===== config.mk =====
export PLATFORM = sky130hd
export DESIGN_NAME = if_id_buf
export DESIGN_NICKNAME = d
export VERILOG_FILES = /design/src/rtl/if_id_buf.sv
export SDC_FILE = /design/constraint.sdc
export NUM_CORES = 1
export LEC_CHECK = 0
export CORE_ASPECT_RATIO = 0.6
export CORE_UTILIZATION = 49
export CTS_BUF_LIST = sky130_fd_sc_hd__clkbuf_4 sky130_fd_sc_hd__clkbuf_8
export CTS_CLUSTER_SIZE = 14
export DETAILED_ROUTE_END_ITERATION = 6
export GPL_ROUTABILITY_DRIVEN = 0
export HOLD_SLACK_MARGIN = 0.08
export PLACE_DENSITY = 0.81
export SETUP_SLACK_MARGIN = 0.2
export SLEW_MARGIN = 5
export SYNTH_ARGS = -nofsm -noshare
export SYNTH_HDL_FRONTEND = slang
export SYNTH_SLANG_ARGS = --single-unit

===== constraint.sdc =====
create_clock -name clk -period 4 [get_ports clk]
set_input_delay 0.4 -clock clk [delete_from_list [all_inputs] [get_ports clk]]
set_output_delay 0.4 -clock clk [all_outputs]
set_load 0.005 [all_outputs]

===== src/rtl/if_id_buf.sv =====
// 2-entry fetch buffer between IF and ID. Latency is 1 cycle, or 0 when IFQ_BYPASS_EN is defined and the buffer is empty.
// Backpressure: in_ready drops while both entries are held and depends only on registered state. A redirect flush empties the buffer in one cycle.
module if_id_buf #(
    parameter int                ADDR_W   = 8,
    parameter int                INST_W   = 32,
    parameter logic [INST_W-1:0] NOP_INST = '0
) (
    input  logic              clk,
    input  logic              rst_n,
    input  logic              flush,
    input  logic              in_valid,
    output logic              in_ready,
    input  logic [ADDR_W-1:0] in_pc,
    input  logic [INST_W-1:0] in_inst,
    output logic              out_valid,
    input  logic              out_ready,
    output logic [ADDR_W-1:0] out_pc,
    output logic [INST_W-1:0] out_inst,
    output logic [1:0]        count
);

    typedef struct packed {
        logic [ADDR_W-1:0] pc;
        logic [INST_W-1:0] inst;
    } ent_t;

    ent_t       r_mem [2];
    logic       r_wp;
    logic       r_rp;
    logic [1:0] r_count;

    ent_t w_head;
    logic w_byp;
    logic w_push;
    logic w_pop;
    logic w_thru;
    logic w_wr;
    logic w_rd;

    assign w_head = r_mem[r_rp];

`ifdef IFQ_BYPASS_EN
    assign w_byp = (r_count == 2'd0) & ~flush;
`else
    assign w_byp = 1'b0;
`endif

    assign in_ready = (r_count != 2'd2);
    assign count    = r_count;

    always_comb begin
        out_valid = w_byp ? in_valid : (r_count != 2'd0);
`ifdef IFQ_BYPASS_EN
        if (flush) begin
            out_valid = 1'b0;
        end
`endif
        out_pc   = '0;
        out_inst = NOP_INST;
        if (out_valid) begin
            out_pc   = w_byp ? in_pc   : w_head.pc;
            out_inst = w_byp ? in_inst : w_head.inst;
        end
    end

    assign w_push = in_valid & in_ready;
    assign w_pop  = out_valid & out_ready;
    // A bypassed entry consumed in the same cycle never touches storage.
    assign w_thru = w_byp & w_push & out_ready;
    assign w_wr   = w_push & ~w_thru & ~flush;
    assign w_rd   = w_pop  & ~w_thru & ~flush;

    always_ff @(posedge clk) begin
        if (w_wr) begin
            r_mem[r_wp] <= '{pc: in_pc, inst: in_inst};
        end
    end

    always_ff @(posedge clk) begin
        if (!rst_n || flush) begin
            r_wp    <= 1'b0;
            r_rp    <= 1'b0;
            r_count <= 2'd0;
        end else begin
            if (w_wr) begin
                r_wp <= ~r_wp;
            end
            if (w_rd) begin
                r_rp <= ~r_rp;
            end
            case ({w_wr, w_rd})
                2'b10:   r_count <= r_count + 2'd1;
                2'b01:   r_count <= r_count - 2'd1;
                default: r_count <= r_count;
            endcase
        end
    end

    a_no_underflow: assert property (@(posedge clk) disable iff (!rst_n)
        !(w_rd && (r_count == 2'd0)));
    a_no_overflow: assert property (@(posedge clk) disable iff (!rst_n)
        !(w_wr && !w_rd && (r_count == 2'd2)));
    a_count_range: assert property (@(posedge clk) disable iff (!rst_n)
        (r_count != 2'd3));

endmodule

==> results_dict.tcl <==
set metrics [dict create \
    fin_crit_sh_pct 72.4 \
    dieHeight_um 64.8 \
    viasPerCell 4.96 \
    criticalPathCategory "reg -> out" \
    required_ps 3600 \
    r2r_setup_slack_ps 1690 \
    worst_pin_slew_ps 1130 \
    leakagePower_uw 0.00140 \
    drt_iter0_markers 82 \
    top_layer_used "met4" \
    grt_pass1_vias 1891 \
    clk_pin_slew_ps 70 \
    synth.ff_latch_count 85 \
    drcViolationCount 0 \
    final_nets 335 \
    swShare_pct 19.6 \
    hold_class "reg -> reg" \
    outcome "finished, final reports clean" \
    synthToLayoutAreaGrowth_pct 36.0 \
    instances_no_fill 378 \
    cts_setup_buffers 0 \
    antenna_found_initial 0 \
    reg2reg_to "r_mem[0][25]" \
    worstSetupEndpoint "out_inst[12]" \
    worst_slack_ps 1110 \
    fin_skew_ps 7.23 \
    wire_per_inst_um 15.7 \
    final-setup-viol-count 0 \
    rows 22 \
    grt_pass1_wl_um 9520 \
    ys_warn_count 0 \
    power_density_mw_per_mm2 387 \
    grt_max_degree 42 \
    pwr-share-clk_pct 33.0 \
    cp-end-kind "output port" \
    power.switching_uw 332 \
    wl_met3_um 425 \
    cts_resized 0 \
    clock.fmax_ghz 0.345 \
    place_ws_ps 1450 \
    r2r_start "count[0]" \
    nFillCells 444 \
    diodes 0 \
    port_buffers 88 \
    syn_area_mm2 0.00323 \
    maxCapViolCount 0 \
    ir_drop_v 0.000213 \
    drive_gt1_share_pct 6.80 \
    grtUsageTotal_pct 19.1 \
    rsz0062_at_grt "no" \
    cts_tree "built" \
    dp_hpwl_um 3910 \
    internal-power_uw 1360 \
    wl_met1_um 3000 \
    dieArea_mm2 0.00692 \
    place_inst 362 \
    synth.distinct_cells 17 \
    start_kind "flop" \
    syn_area_per_cell_um2 16.3 \
    met2_length_um 2490 \
    regArea_mm2 0.00250 \
    combPwrFrac_pct 7.5 \
    multi_input_area_um2 692 \
    routed_wl_um 5950 \
    die_width_um 107 \
    postSynthCellCount 198 \
    cts_root_buf "clkbuf_8" \
    htreeDepth 3 \
    numCtsBuffers 9 \
    core_mm2 0.00622 \
    period_needed_ps 2890 \
    clkLatencyLatePin_ps 330 \
    finalHoldViolCount 0 \
    cts_sinks 85 \
    seq_area_frac_synth_pct 77.6 \
    setup_tns_ps 0 \
    start_util_pct 51.9 \
    holdWs_ps 532 \
    slew_headroom_pct 24.5 \
    ant_nets 0 \
    clock_path_buffers 2 \
    ios 89 \
    r2r.worst_path.cells 3 \
    detail_route.first_pass.iterations 4 \
    num_vias 1874 \
    crit_fanout 34 \
    overflow 0 \
    slew_viol_final 0 \
    syn_nets 244 \
    p_seq_share_pct 59.5 \
    arrival_ps 2490 \
    postCtsHoldBufs 0 \
]
==> flip-flops by register name, indices dropped and copies added, names as in the netlist, named ones only <==
signal  count
r_rp        1
r_mem      80
r_wp        1
count       2
==> cell type report <==
class | count | area share (%)
well taps | 84 | 2.40
multi-input cells | 101 | 15.8
flip-flops and latches | 85 | 57.1
clock inverters | 6 | 1.23
clock buffers | 10 | 3.00
inverters | 3 | 0.257
repair buffers | 89 | 20.3
==> cells by family after synthesis <==
kind of cell	synth area share [%]
buffers and inverters	1.67
adder cells (fa/ha/maj)	0.388
XOR/XNOR	0.815
AO/OA/AOI/OAI	0.853
multiplexers	12.4
AND/OR/NAND/NOR	6.28
flip-flops	77.6
==> synth_stat cells, drive strengths merged <==
| library cell | count | share of area, % |
|---|---|---|
| a21o | 1 | 0.23 |
| a21oi | 2 | 0.31 |
| mux2i | 40 | 12 |
| o21ai | 2 | 0.31 |
| nand2b | 1 | 0.19 |
| nand3 | 2 | 0.31 |
| dfxtp | 5 | 3.1 |
| ha | 1 | 0.39 |
| xor2 | 2 | 0.54 |
| buf | 7 | 1.1 |
| nand2 | 1 | 0.12 |
| or3 | 1 | 0.19 |
| xnor2 | 1 | 0.27 |
| clkbuf | 2 | 0.23 |
| nor2 | 47 | 5.5 |
| inv | 3 | 0.35 |
| edfxtp | 80 | 74 |
==> worst max-delay path, stage by stage (launching register included) <==
cell and delay [ps]:
dfxtp_2 1040, buf_4 330, mux2i_1 230, nor2_1 60, clkdlybuf4s50_1 480
==> metal layers <==
metal  track usage (%)  up-vias
met4              5.14        0
met3              7.14        4
met5                 0        -
met2              27.1       74
met1              27.8      893
li1                  -      903
==> worst min path at each step <==
stage,from,endpoint,slack (ps),cells past startpoint
after floorplan,r_rp,flop,470,2
after global placement,r_rp,flop,480,2
after detailed placement,r_rp,flop,500,2
after CTS,r_rp,r_rp,530,2
after global routing,r_rp,flop,550,2
final,r_rp,flop,530,2
==> power groups by stage <==
stage,Combinational (uW),Sequential [uW],Clock (uW)
2_1_floorplan,41.5,1030,0
3_3_place_gp,124,1030,0
3_5_place_dp,127,1030,0
4_1_cts,128,1010,577
5_1_grt,138,1010,610
6_report,126,1010,560
==> cells in the final DEF (no fill, tap or decap), drive strengths merged, types with 2 or more instances in the layout <==
| cell | n |
|---|---|
| mux2i | 40 |
| clkinv | 5 |
| nor2 | 47 |
| xor2 | 2 |
| a21oi | 2 |
| clkdlybuf4s50 | 88 |
| o21ai | 2 |
| edfxtp | 80 |
| clkbuf | 10 |
| nand3 | 2 |
| dfxtp | 5 |
| inv | 3 |
==> per-stage QoR <==
stage	utilization [%]	cell area, um2	total power (uW)
after global placement	67.5	4200	1150
after detailed placement	67.5	4200	1160
after CTS	70.5	4390	1710
after global routing	70.5	4390	1760
final	70.5	4390	1700
after floorplan	-	3230	1070
No activity file was read; power rests on OpenSTA's default activity.
